[config.mk]
export PLATFORM = sky130hd
export DESIGN_NAME = mcu_req_sched_flat
export DESIGN_NICKNAME = d
export VERILOG_FILES = /design/src/rtl/mcu_pkg.sv /design/src/rtl/mcu_req_sched_if.sv /design/src/rtl/mcu_rr_arb2.sv /design/src/rtl/mcu_req_sched.sv /design/src/flat_wrapper.sv
export SDC_FILE = /design/constraint.sdc
export NUM_CORES = 1
export LEC_CHECK = 0
export ABC_AREA = 1
export CAP_MARGIN = 10
export CORE_MARGIN = 1
export CORE_UTILIZATION = 33
export DETAILED_ROUTE_END_ITERATION = 12
export DONT_BUFFER_PORTS = 1
export GPL_TIMING_DRIVEN = 0
export SYNTH_ARGS = -nofsm -noshare
export SYNTH_HDL_FRONTEND = slang
export SYNTH_SLANG_ARGS = --single-unit
[constraint.sdc]
create_clock -name clk -period 1.85 [get_ports clk]
set_clock_uncertainty 0.05 [all_clocks]
set_input_delay 0.37 -clock clk [delete_from_list [all_inputs] [get_ports clk]]
set_output_delay 0.37 -clock clk [all_outputs]
set_load 0.05 [all_outputs]
[src/rtl/mcu_pkg.sv]
// rtl/mcu_pkg.sv - shared opcodes, scheduler state and command record for the mcu scheduler
// Purpose: common definitions imported by the scheduler, its arbiter and its interface users.
// Ports: none (package).
package mcu_pkg;

  // Default datapath widths; cmd_t is sized from these.
  localparam int CMD_OP_SZ  = 32;
  localparam int CMD_MEM_SZ = 10;

  localparam logic [3:0] OP_ADD   = 4'd0;
  localparam logic [3:0] OP_SUB   = 4'd1;
  localparam logic [3:0] OP_MUL   = 4'd2;
  localparam logic [3:0] OP_DIV   = 4'd3;
  localparam logic [3:0] OP_AND   = 4'd4;
  localparam logic [3:0] OP_OR    = 4'd5;
  localparam logic [3:0] OP_XOR   = 4'd6;
  localparam logic [3:0] OP_READ  = 4'd7;
  localparam logic [3:0] OP_WRITE = 4'd8;
  localparam logic [3:0] OP_MAX   = 4'd8;
  // A read of address 0 never mutates memory, so it doubles as the idle command.
  localparam logic [3:0] OP_NOP   = OP_READ;

  typedef enum logic [1:0] {
    IDLE,
    ISSUE,
    WAIT,
    RESP
  } sched_state_t;

  typedef struct packed {
    logic [3:0]            op;
    logic [CMD_MEM_SZ-1:0] op0;
    logic [CMD_OP_SZ-1:0]  op1;
    logic [CMD_MEM_SZ-1:0] op2;
  } cmd_t;

endpackage

[src/rtl/mcu_req_sched_if.sv]
// rtl/mcu_req_sched_if.sv - bundle of requester, response and mcu signals for the scheduler
// Purpose: groups the two command sources, the response channel and the mcu command port.
// Ports: r0_*/r1_* command handshakes, rsp_* response handshake, mcu_* datapath command/result.
//   modport slave  : the scheduler side
//   modport master : the requesters, response consumer and mcu side
interface mcu_req_sched_if #(
  parameter int OP_SZ  = 32,
  parameter int MEM_SZ = 10
);
  logic              r0_valid;
  logic              r0_ready;
  logic [3:0]        r0_op;
  logic [MEM_SZ-1:0] r0_op0;
  logic [OP_SZ-1:0]  r0_op1;
  logic [MEM_SZ-1:0] r0_op2;

  logic              r1_valid;
  logic              r1_ready;
  logic [3:0]        r1_op;
  logic [MEM_SZ-1:0] r1_op0;
  logic [OP_SZ-1:0]  r1_op1;
  logic [MEM_SZ-1:0] r1_op2;

  logic              rsp_valid;
  logic              rsp_ready;
  logic              rsp_id;
  logic [OP_SZ-1:0]  rsp_data;
  logic              rsp_err;

  logic [3:0]        mcu_op;
  logic [MEM_SZ-1:0] mcu_op0;
  logic [OP_SZ-1:0]  mcu_op1;
  logic [MEM_SZ-1:0] mcu_op2;
  logic [OP_SZ-1:0]  mcu_out;
  logic              mcu_op_err;

  modport slave (
    input  r0_valid, r0_op, r0_op0, r0_op1, r0_op2,
    output r0_ready,
    input  r1_valid, r1_op, r1_op0, r1_op1, r1_op2,
    output r1_ready,
    output rsp_valid, rsp_id, rsp_data, rsp_err,
    input  rsp_ready,
    output mcu_op, mcu_op0, mcu_op1, mcu_op2,
    input  mcu_out, mcu_op_err
  );

  modport master (
    output r0_valid, r0_op, r0_op0, r0_op1, r0_op2,
    input  r0_ready,
    output r1_valid, r1_op, r1_op0, r1_op1, r1_op2,
    input  r1_ready,
    input  rsp_valid, rsp_id, rsp_data, rsp_err,
    output rsp_ready,
    input  mcu_op, mcu_op0, mcu_op1, mcu_op2,
    output mcu_out, mcu_op_err
  );
endinterface

[src/rtl/mcu_rr_arb2.sv]
// rtl/mcu_rr_arb2.sv - two-way round-robin grant with last-grant pointer
// Purpose: picks one of two requesters; on a tie the one not granted last time wins.
// Ports: clk, reset (async active-low), req[1:0] requests, adv (commit grant when set),
//        gnt[1:0] one-hot grant (combinational).
module mcu_rr_arb2 (
  input  logic       clk,
  input  logic       reset,
  input  logic [1:0] req,
  input  logic       adv,
  output logic [1:0] gnt
);
  // Reset value 1 lets requester 0 win the first tie.
  logic last_q;

  always_comb begin
    gnt = req;
    if (req == 2'b11) begin
      gnt = last_q ? 2'b01 : 2'b10;
    end
  end

  always_ff @(posedge clk or negedge reset) begin
    if (!reset) begin
      last_q <= 1'b1;
    end else if (adv && (|req)) begin
      last_q <= gnt[1];
    end
  end
endmodule

[src/rtl/mcu_req_sched.sv]
// rtl/mcu_req_sched.sv - two-requester round-robin command scheduler in front of the mcu
// Purpose: accepts one command at a time from r0/r1, issues it to the mcu for one cycle,
//   waits LAT cycles, then returns the captured mcu result to the winner. Between commands
//   the mcu sees a NOP (read of address 0).
// Ports: clk, reset (async active-low), bus (mcu_req_sched_if.slave: r0_*/r1_* commands,
//   rsp_* response, mcu_* datapath port).
// Parameters: OP_SZ/MEM_SZ must equal the mcu_pkg cmd_t widths; LAT >= 1.
// Option: MCU_SCHED_OPCHK_EN - opcodes above OP_MAX are answered locally with rsp_err=1,
//   rsp_data=0 and never reach the mcu.
module mcu_req_sched
  import mcu_pkg::*;
#(
  parameter int OP_SZ  = CMD_OP_SZ,
  parameter int MEM_SZ = CMD_MEM_SZ,
  parameter int LAT    = 1
) (
  input logic            clk,
  input logic            reset,
  mcu_req_sched_if.slave bus
);
  localparam int CNT_W = (LAT < 2) ? 1 : $clog2(LAT + 1);

  sched_state_t     state_q, state_d;
  cmd_t             cmd_q, cmd_d, sel_cmd;
  logic [CNT_W-1:0] cnt_q, cnt_d;
  logic             id_q, id_d;
  logic [OP_SZ-1:0] data_q, data_d;
  logic             err_q, err_d;
  logic [1:0]       gnt;

  mcu_rr_arb2 u_arb (
    .clk   (clk),
    .reset (reset),
    .req   ({bus.r1_valid, bus.r0_valid}),
    .adv   (state_q == IDLE),
    .gnt   (gnt)
  );

  always_comb begin
    if (gnt[1]) begin
      sel_cmd = '{op: bus.r1_op, op0: bus.r1_op0, op1: bus.r1_op1, op2: bus.r1_op2};
    end else begin
      sel_cmd = '{op: bus.r0_op, op0: bus.r0_op0, op1: bus.r0_op1, op2: bus.r0_op2};
    end
  end

  always_comb begin
    state_d      = state_q;
    cmd_d        = cmd_q;
    cnt_d        = cnt_q;
    id_d         = id_q;
    data_d       = data_q;
    err_d        = err_q;
    bus.r0_ready = 1'b0;
    bus.r1_ready = 1'b0;
    bus.rsp_valid = 1'b0;
    bus.mcu_op   = OP_NOP;
    bus.mcu_op0  = MEM_SZ'(0);
    bus.mcu_op1  = OP_SZ'(0);
    bus.mcu_op2  = MEM_SZ'(0);

    case (state_q)
      IDLE: begin
        if (|gnt) begin
          bus.r0_ready = gnt[0];
          bus.r1_ready = gnt[1];
          cmd_d        = sel_cmd;
          id_d         = gnt[1];
`ifdef MCU_SCHED_OPCHK_EN
          if (sel_cmd.op > OP_MAX) begin
            state_d = RESP;
            data_d  = '0;
            err_d   = 1'b1;
          end else begin
            state_d = ISSUE;
          end
`else
          state_d = ISSUE;
`endif
        end
      end
      ISSUE: begin
        bus.mcu_op  = cmd_q.op;
        bus.mcu_op0 = cmd_q.op0;
        bus.mcu_op1 = cmd_q.op1;
        bus.mcu_op2 = cmd_q.op2;
        cnt_d       = CNT_W'(LAT);
        state_d     = WAIT;
      end
      WAIT: begin
        // The count reaches 1 on the cycle in which mcu_out holds this command's result.
        if (cnt_q == CNT_W'(1)) begin
          data_d  = bus.mcu_out;
          err_d   = bus.mcu_op_err;
          state_d = RESP;
        end else begin
          cnt_d = cnt_q - CNT_W'(1);
        end
      end
      RESP: begin
        bus.rsp_valid = 1'b1;
        if (bus.rsp_ready) begin
          state_d = IDLE;
        end
      end
      default: state_d = IDLE;
    endcase
  end

  always_ff @(posedge clk or negedge reset) begin
    if (!reset) begin
      state_q <= IDLE;
      cmd_q   <= '0;
      cnt_q   <= '0;
      id_q    <= 1'b0;
      data_q  <= '0;
      err_q   <= 1'b0;
    end else begin
      state_q <= state_d;
      cmd_q   <= cmd_d;
      cnt_q   <= cnt_d;
      id_q    <= id_d;
      data_q  <= data_d;
      err_q   <= err_d;
    end
  end

  assign bus.rsp_id   = id_q;
  assign bus.rsp_data = data_q;
  assign bus.rsp_err  = err_q;
endmodule

[src/flat_wrapper.sv]
// flat-port wrapper written by rule: the top's interface ports become plain ports
module mcu_req_sched_flat import mcu_pkg::*;
#(
  parameter int OP_SZ  = CMD_OP_SZ,
  parameter int MEM_SZ = CMD_MEM_SZ,
  parameter int LAT    = 1
)
  (clk, reset, bus_r0_valid, bus_r0_op, bus_r0_op0, bus_r0_op1, bus_r0_op2, bus_r0_ready, bus_r1_valid, bus_r1_op, bus_r1_op0, bus_r1_op1, bus_r1_op2, bus_r1_ready, bus_rsp_valid, bus_rsp_id, bus_rsp_data, bus_rsp_err, bus_rsp_ready, bus_mcu_op, bus_mcu_op0, bus_mcu_op1, bus_mcu_op2, bus_mcu_out, bus_mcu_op_err);
  mcu_req_sched_if #(.OP_SZ(OP_SZ), .MEM_SZ(MEM_SZ)) bus_i ();
  input logic clk;
  input logic reset;
  input wire logic [$bits(bus_i.r0_valid)-1:0] bus_r0_valid;
  input wire logic [$bits(bus_i.r0_op)-1:0] bus_r0_op;
  input wire logic [$bits(bus_i.r0_op0)-1:0] bus_r0_op0;
  input wire logic [$bits(bus_i.r0_op1)-1:0] bus_r0_op1;
  input wire logic [$bits(bus_i.r0_op2)-1:0] bus_r0_op2;
  output wire logic [$bits(bus_i.r0_ready)-1:0] bus_r0_ready;
  input wire logic [$bits(bus_i.r1_valid)-1:0] bus_r1_valid;
  input wire logic [$bits(bus_i.r1_op)-1:0] bus_r1_op;
  input wire logic [$bits(bus_i.r1_op0)-1:0] bus_r1_op0;
  input wire logic [$bits(bus_i.r1_op1)-1:0] bus_r1_op1;
  input wire logic [$bits(bus_i.r1_op2)-1:0] bus_r1_op2;
  output wire logic [$bits(bus_i.r1_ready)-1:0] bus_r1_ready;
  output wire logic [$bits(bus_i.rsp_valid)-1:0] bus_rsp_valid;
  output wire logic [$bits(bus_i.rsp_id)-1:0] bus_rsp_id;
  output wire logic [$bits(bus_i.rsp_data)-1:0] bus_rsp_data;
  output wire logic [$bits(bus_i.rsp_err)-1:0] bus_rsp_err;
  input wire logic [$bits(bus_i.rsp_ready)-1:0] bus_rsp_ready;
  output wire logic [$bits(bus_i.mcu_op)-1:0] bus_mcu_op;
  output wire logic [$bits(bus_i.mcu_op0)-1:0] bus_mcu_op0;
  output wire logic [$bits(bus_i.mcu_op1)-1:0] bus_mcu_op1;
  output wire logic [$bits(bus_i.mcu_op2)-1:0] bus_mcu_op2;
  input wire logic [$bits(bus_i.mcu_out)-1:0] bus_mcu_out;
  input wire logic [$bits(bus_i.mcu_op_err)-1:0] bus_mcu_op_err;
  assign bus_i.r0_valid = bus_r0_valid;
  assign bus_i.r0_op = bus_r0_op;
  assign bus_i.r0_op0 = bus_r0_op0;
  assign bus_i.r0_op1 = bus_r0_op1;
  assign bus_i.r0_op2 = bus_r0_op2;
  assign bus_r0_ready = bus_i.r0_ready;
  assign bus_i.r1_valid = bus_r1_valid;
  assign bus_i.r1_op = bus_r1_op;
  assign bus_i.r1_op0 = bus_r1_op0;
  assign bus_i.r1_op1 = bus_r1_op1;
  assign bus_i.r1_op2 = bus_r1_op2;
  assign bus_r1_ready = bus_i.r1_ready;
  assign bus_rsp_valid = bus_i.rsp_valid;
  assign bus_rsp_id = bus_i.rsp_id;
  assign bus_rsp_data = bus_i.rsp_data;
  assign bus_rsp_err = bus_i.rsp_err;
  assign bus_i.rsp_ready = bus_rsp_ready;
  assign bus_mcu_op = bus_i.mcu_op;
  assign bus_mcu_op0 = bus_i.mcu_op0;
  assign bus_mcu_op1 = bus_i.mcu_op1;
  assign bus_mcu_op2 = bus_i.mcu_op2;
  assign bus_i.mcu_out = bus_mcu_out;
  assign bus_i.mcu_op_err = bus_mcu_op_err;
  mcu_req_sched #(.OP_SZ(OP_SZ), .MEM_SZ(MEM_SZ), .LAT(LAT)) u_core (.clk(clk), .reset(reset), .bus(bus_i));
endmodule
Yosys cells after proc, flatten, opt, wreduce, memory -nomap -nowiden
Index checks and enable logic that the tools add are counted.
- bits in registers: 94
- bits of input ports: 150
- output and inout bits: 93
- add/subtract/negate cells: 1
- eq/ne operators: 7
- muxes and demuxes: 18
- reductions and logical operators: 8
- operators with widths (kind ; count):
    two-way mux 56 bit ; 1
    two-way mux 32 bit ; 1
    two-way mux 10 bit ; 2
    two-way mux 2 bit ; 5
    case mux 2 bit (4 select lines) ; 1
    == test 2 bit (second input constant) ; 3
    two-way mux 1 bit ; 6
    two-way mux 4 bit ; 1
    inequality test 2 x 1 -> 1 bit (second input constant) ; 2
    AND reduction 2 bit ; 2
    OR reduction 2 bit ; 2
    AND reduction 3 bit ; 1
    == test 2 x 1 -> 1 bit (second input constant) ; 1
    zero test 2 bit ; 1
    inequality test 2 bit (second input constant) ; 1
    case mux 1 bit (2 select lines) ; 1
    nonzero test 2 bit ; 1
    logical AND 1 bit ; 1
    subtractor 1 bit (second input constant) ; 1

Longest topological paths before layout
Gate-level depths: netlist of run 1.
- depth after elaboration: 5
- gate-level depth with buffers: 9
- depth with buffers taken out: 7

Hierarchy
Synthesis of run 1 repeated with hierarchy kept, for this count alone.
- cells, all modules: 665
- area total of the unflattened synthesis: 4901.0 µm²
- by module, submodules not included (module ; instances ; cells an instance ; area an instance (µm²) ; seq. area each (µm²)):
    mcu_req_sched ; 1 ; 657 ; 4839.6 ; 2327.2
    mcu_rr_arb2 ; 1 ; 8 ; 61.3 ; 26.3

Worst setup path after synthesis of run 1
Ideal clock, no wire load.
- path kind: register -> output
- start: register u_core.state_q[0]
- end: output port bus_r0_ready
- arrival: 1.524 ns
- path slack: -0.094 ns
- stages on the path, launching flop included: 5
- cell sequence: dfrtp_1 > inv_1 > ha_1 > nand2_1 > a21oi_1
- word-level cells in the longest chain between the ends: 2
- RTL lines (element ; line ; text):
    start, declared ; mcu_req_sched.sv:23 ; sched_state_t state_q, state_d;
    start signal, assigned ; mcu_req_sched.sv:119 ; state_q <= state_d;
    zero test 2 bit ; mcu_req_sched.sv:62 ; case (state_q)
    two-way mux 1 bit ; mcu_req_sched.sv:62 ;
    end, declared ; flat_wrapper.sv:17 ; output wire logic [$bits(bus_i.r0_ready)-1:0] bus_r0_ready;
Every way passes these cells.

Worst setup path after layout of run 1
- start: register u_core.state_q[0]
- end: output port bus_mcu_op1[9]
- word-level cells in the longest chain between the ends: 2
- RTL lines (element ; line ; text):
    == test 2 x 1 -> 1 bit ; mcu_req_sched.sv:62 ;
    two-way mux 32 bit ; mcu_req_sched.sv:62 ;
    end, declared ; flat_wrapper.sv:31 ; output wire logic [$bits(bus_i.mcu_op1)-1:0] bus_mcu_op1;
Every way passes these cells.

==> impl_metrics.tcl, run 1 <==
set metrics [dict create \
    finalHoldViolations 94 \
    yosysSeqAreaShare_pct 44.95 \
    grt_start_max_net_pins 95 \
    antenna_found_initial 2 \
    reg2reg_depth 6 \
    crit_slowest_cell "dfrtp_2" \
    p_leak_nw 3.318 \
    cp-startpoint "u_core.state_q[0]" \
    status "finished with violations" \
    syn_nets 882 \
    netlist_area_um2 5236 \
    hold_slack_ps -337.2 \
    critPathBufInv 3 \
    path_clk_slew_ps 70 \
    yosysWarnings 0 \
    drt-total-wl_mm 14.46 \
    cts_buffers 9 \
    crit_cells 5 \
    post-route-min-period_ps 2032 \
    crit_fanout 7 \
    hp-class "input port to asynchronous set/reset pin" \
    fp-row-count 45 \
    cts.sinks 94 \
    cts_tree "yes" \
    fp.dieH_um 128.0 \
    die-area_um2 16380 \
    yosys-top-cells-area "dfrtp_1 44%, nand2_1 22%, nand3_1 8.7%, inv_1 8.6%, nand3b_1 8.0%" \
    critPathCapture "bus_mcu_op1[9]" \
    vias 4471 \
    clock_path_buffers 2 \
    path_cells "ha_4 > buf_12 > clkbuf_16 > nand2_4 > clkinvlp_4" \
    finalCritPeriodShare_pct 109.8 \
    timing.rr.start "u_core.state_q[0]" \
    synthToLayoutAreaGrowth_pct 26.33 \
    violations "negative hold slack, negative setup slack" \
    vdd_drop_max_uv 1075 \
    fin_area_um2 6615 \
    r2r-end "u_core.bus.rsp_err" \
    root_buffer "clkbuf_16" \
    grt_pass1_vias 4288 \
    critPathTopFamily "buffers and inverters" \
    clk_latency_ps 350 \
    firstDrtPassIters 4 \
    finalPower_mw 13.75 \
    clock.fmax_ghz 0.4922 \
    critPathKind "register to primary output" \
    cp-start-kind "register" \
    worstSetupEndpointType "primary output" \
    tns_ps -7870 \
    worst_pin_slew_ps 538.4 \
    drive_gt1_share_pct 24.10 \
    grt_usage_pct 17.72 \
    port_buffers 0 \
    slew_viol_final 0 \
    core_um2 15370 \
    drc 0 \
    synth_cells 727 \
    setup_ws_ps -181.6 \
    power-per-cell-area_nw_per_um2 2078 \
    dp_hpwl_mm 10.48 \
    viasPerCell 4.633 \
    rsz0062_at_grt "yes" \
    crit_path_max_incr_delay_ps 440 \
    postPlaceCellArea_um2 5654 \
    grt_pass1_wl_mm 22.03 \
    num-nets-final 901 \
    pin_count 243 \
    finalSetupViolations 56 \
    ys_ff_latch 94 \
    drv_cap 0 \
    synth.avg_cell_area_um2 7.203 \
    place_congestion 0.7700 \
    start_util_pct 34.07 \
    drtIter0Drc 144 \
    ff2ff_setup_slack_ps 250 \
    htreeDepth 3 \
    yosysUniqueCellTypes 19 \
    worstPathArrival_ps 1610 \
    wl_per_cell_um 14.99 \
    die_w_um 128.0 \
    relSlewSlack_pct 64.11 \
    grt-ovfl-total 0 \
    critPathRequiredTime_ps 1430 \
    synth_top_area_share_pct 44.44 \
    ant_nets 0 \
    synth_top_area_cell "dfrtp_1" \
]
worst reg2reg max path: cells and delay by family (launching register included):
| kind | cells | cell delay (ps) |
|---|---|---|
| fa+ha+maj | 1 | 150 |
| buf+inv | 3 | 660 |
| flops | 1 | 440 |
| simple gates | 2 | 240 |
cells in the final DEF, fill, tap and decap left out, drive strengths merged, types with 2 or more instances in the layout:
cell type	Yosys	final
dfrtp	93	93
bufinv	0	3
nand3b	56	56
nand2	304	304
ha	5	5
clkbuf	11	23
buf	37	44
inv	122	69
nand4	2	2
diode	0	3
clkinvlp	0	55
nand3	91	91
nor2	2	2
state kept, by name, indices dropped and copies added (netlist names):
| signal | count |
|---|---|
| u_core.state_q | 2 |
| u_core.cnt_q | 1 |
| u_core.bus.rsp_id | 1 |
| u_core.cmd_q | 56 |
| u_core.u_arb.last_q | 1 |
| u_core.bus.rsp_data | 32 |
| u_core.bus.rsp_err | 1 |
layer usage:
metal,vias to the layer above,global-route usage (%),part of all wire (%)
li1,2233,-,-
met4,0,7.543,2.1
met5,-,0,0
met3,16,5.968,9.0
met2,177,29.35,46
met1,2045,20.95,42
cells in the mapped netlist, drive strengths merged:
cell    count
nand2     304
inv       122
dfrtp      93
nand3      91
nand3b     56
buf        37
clkbuf     11
ha          5
nand4       2
nor2        2
a21oi       1
dfstp       1
o21ai       1
or2         1
cell type report:
| class | count | area, um^2 |
|---|---|---|
| fillers | 1604 | 8756 |
| multi-input cells | 463 | 2477 |
| flip-flops and latches | 94 | 2355 |
| inverters | 122 | 660.6 |
| plain buffers | 46 | 379.1 |
| well taps | 211 | 264.0 |
| clock buffers | 11 | 232.7 |
| repair buffers | 10 | 132.6 |
| clock inverters | 5 | 106.4 |
| diodes | 3 | 7.507 |
power by group:
group          switching [mW]  internal [mW]  leakage (nW)
registers                2.11           3.08          1.14
clock network           0.807           1.33         0.160
logic                    4.39           2.03          2.02
total                    7.30           6.44          3.32
per-stage QoR:
stage,setup WS (ps),cells,util [%]
final,-181.6,965,43.04
after global routing,-218.9,964,43.02
after CTS,-168.8,961,42.33
after detailed placement,-563.7,938,36.78
after global placement,-540.4,938,36.78
after floorplan,18.91,727,-
logic make-up after synthesis:
kind of cell             count (synthesis)  share of synthesized area [%]
AND/OR/NAND/NOR                        456                          39.35
buffers and inverters                  170                          14.31
flip-flops                              94                          44.95
adder cells (fa/ha/maj)                  5                          1.195
AO/OA/AOI/OAI                            2                         0.1910
worst min path at each step:
stage                     start                endpoint  slack, ps  depth (start not counted)
after floorplan           reset  u_core.bus.rsp_data[0]         20                          0
after global placement    reset        u_core.cmd_q[50]         30                          0
after detailed placement  reset        u_core.cmd_q[50]         30                          0
after CTS                 reset        u_core.cmd_q[50]       -350                          0
after global routing      reset        u_core.cmd_q[50]       -360                          0
final                     reset        u_core.cmd_q[50]       -340                          0
repair_timing:
item,CTS,global route
buffers inserted,7,1
endpoints found under the hold margin,94,94
gates cloned,2,1
setup endpoints to repair,58,58
pin swaps,2,2
resized for setup,125,17
(Power assumes the default switching activity.)
==> run 2, diff against run 1 <==
--- a/config.mk
+++ b/config.mk
@@ -15,3 +15,4 @@
 export SYNTH_ARGS = -nofsm -noshare
 export SYNTH_HDL_FRONTEND = slang
 export SYNTH_SLANG_ARGS = --single-unit
+export TNS_END_PERCENT = 5
==> run 2 against run 1 <==
Net effect: highest routed layer is now met5; via count rose by 1.4%; sequential share of layout area rose by 0.42 points; the flow still finishes with violations (negative hold slack, negative setup slack); worst hold slack improved by 1.3 ps; sequential power barely moved; clock-buffer cell count fell by 2; cell count fell by 0.21%; sequential cell count did not move; clock power fell by 16%; die area did not move.
==> impl_metrics.tcl, run 2 (synthesized netlist as in run 1, its figures left out) <==
set metrics [dict create \
    crit_fanout 5 \
    die_w_um 128.0 \
    place_inst 938 \
    vias 4535 \
    grt_pass1_wl_mm 21.99 \
    clock.fmax_ghz 0.4991 \
    reg2reg_depth 6 \
    layout_commonest_cell "nand2_1" \
    power-per-cell-area_nw_per_um2 2042 \
    wl_per_cell_um 15.19 \
    rsz0062_at_grt "yes" \
    ff2ff_setup_slack_ps 150 \
    cts_buffers 9 \
    path_clk_slew_ps 70 \
    p_leak_nw 3.296 \
    final_util_pct 42.51 \
    timing.rr.start "u_core.state_q[0]" \
    worst_pin_slew_ps 568.0 \
    fp-row-count 45 \
    violations "negative hold slack, negative setup slack" \
    core_um2 15370 \
    tns_ps -6772 \
    cts_tree "yes" \
    regMostFlops "u_core.cmd_q" \
    start_util_pct 34.07 \
    final_cell_mix "247 x nand2_1, 93 x dfrtp_1, 90 x nand3_1" \
    htreeDepth 3 \
    clk_latency_ps 340 \
    critPathKind "register to primary output" \
    ant_nets 0 \
    crit_slowest_cell "dfrtp_1" \
    pin_count 243 \
    crit_path_max_incr_delay_ps 420 \
    critPathBufInv 3 \
    drtIter0Drc 187 \
    grt-ovfl-total 0 \
    dp_hpwl_mm 10.56 \
    critPathRequiredTime_ps 1430 \
    clock_path_buffers 2 \
    fp.dieH_um 128.0 \
    status "finished with violations" \
    drc 0 \
    r2r-end "u_core.bus.rsp_data[24]" \
    cp-start-kind "register" \
    dp_slack_ps -464.9 \
    grt_usage_pct 17.74 \
    num-nets-final 899 \
    finalHoldViolations 94 \
    place_congestion 0.7671 \
    hold_slack_ps -335.9 \
    final_cells 963 \
    setup_ws_ps -153.8 \
    grt_pass1_vias 4292 \
    largest_reg_flops 56 \
    firstDrtPassIters 4 \
    finalCritPeriodShare_pct 108.3 \
    worstSetupEndpointType "primary output" \
    drive_gt1_share_pct 24.43 \
    slew_viol_final 0 \
    critPathTopFamily "buffers and inverters" \
    drt-total-wl_mm 14.63 \
    relSlewSlack_pct 62.13 \
    crit_cells 5 \
    cp-startpoint "u_core.state_q[0]" \
    path_cells "ha_4 > buf_4 > clkbuf_16 > nand2_2 > clkinvlp_4" \
    die-area_um2 16380 \
    grt_start_max_net_pins 95 \
    finalSetupViolations 56 \
    critPathCapture "bus_mcu_op2[3]" \
    worstPathArrival_ps 1580 \
    drv_cap 0 \
    vdd_drop_max_uv 1150 \
    cts.sinks 94 \
    port_buffers 0 \
    post-route-min-period_ps 2004 \
    synthToLayoutAreaGrowth_pct 24.78 \
    hp-class "input port to asynchronous set/reset pin" \
    antenna_found_initial 4 \
    root_buffer "clkbuf_16" \
    viasPerCell 4.709 \
]
-- run 2: worst min-delay path by stage --
stage / from / endpoint / cells past startpoint / slack (ps)
after floorplan: reset / u_core.bus.rsp_data[0] / 0 / 20
after global routing: reset / u_core.cmd_q[23] / 0 / -360
after detailed placement: reset / u_core.cmd_q[25] / 0 / 30
after global placement: reset / u_core.cmd_q[25] / 0 / 30
after CTS: reset / u_core.bus.rsp_data[25] / 0 / -350
final: reset / u_core.cmd_q[29] / 0 / -340
-- run 2: where the power goes --
part	switching [mW]	internal, mW
Clock	0.848	0.931
Sequential	2.10	3.08
Combinational	4.38	2.00
-- run 2: routing by layer --
| layer | part of all wire [%] | track usage (%) | routed length (um) |
|---|---|---|---|
| met2 | 48 | 30.98 | 7017 |
| met1 | 41 | 20.01 | 6050 |
| met5 | 0.089 | 0 | 13 |
| met3 | 9.0 | 6.052 | 1310 |
| met4 | 1.6 | 6.505 | 236 |
-- run 2: stage by stage --
stage	power, mW	instance area (um^2)
4_1_cts	13.35	6462
5_1_grt	14.22	6529
6_report	13.34	6534
3_5_place_dp	10.17	5508
3_3_place_gp	10.09	5508
2_1_floorplan	9.142	5244
-- run 2: timing repair --
| item | CTS | global route |
|---|---|---|
| hold endpoints to repair | 94 | 94 |
| buffers inserted | 4 | 0 |
| gates cloned | 3 | 0 |
| resized for setup | 169 | 14 |
| endpoints found under the setup margin | 58 | 59 |
| pin swaps | 1 | 0 |
-- run 2: area by class of cell --
cell class	instances	area, um^2
antenna	3	7.507
buffer	47	401.6
clock buffer	9	225.2
clock inverter	7	57.56
fill	1575	8837
inverter	122	660.6
multi-input combinational	463	2470
sequential	94	2354
tap	211	264.0
timing repair buffer	7	93.84
-- run 2: worst register-to-register path, stage by stage, from the launching register on --
cell      delay [ps]
dfrtp_1          420
inv_1            150
ha_1             160
buf_2            200
clkbuf_1         370
nand3_1          170
nand2_1          110
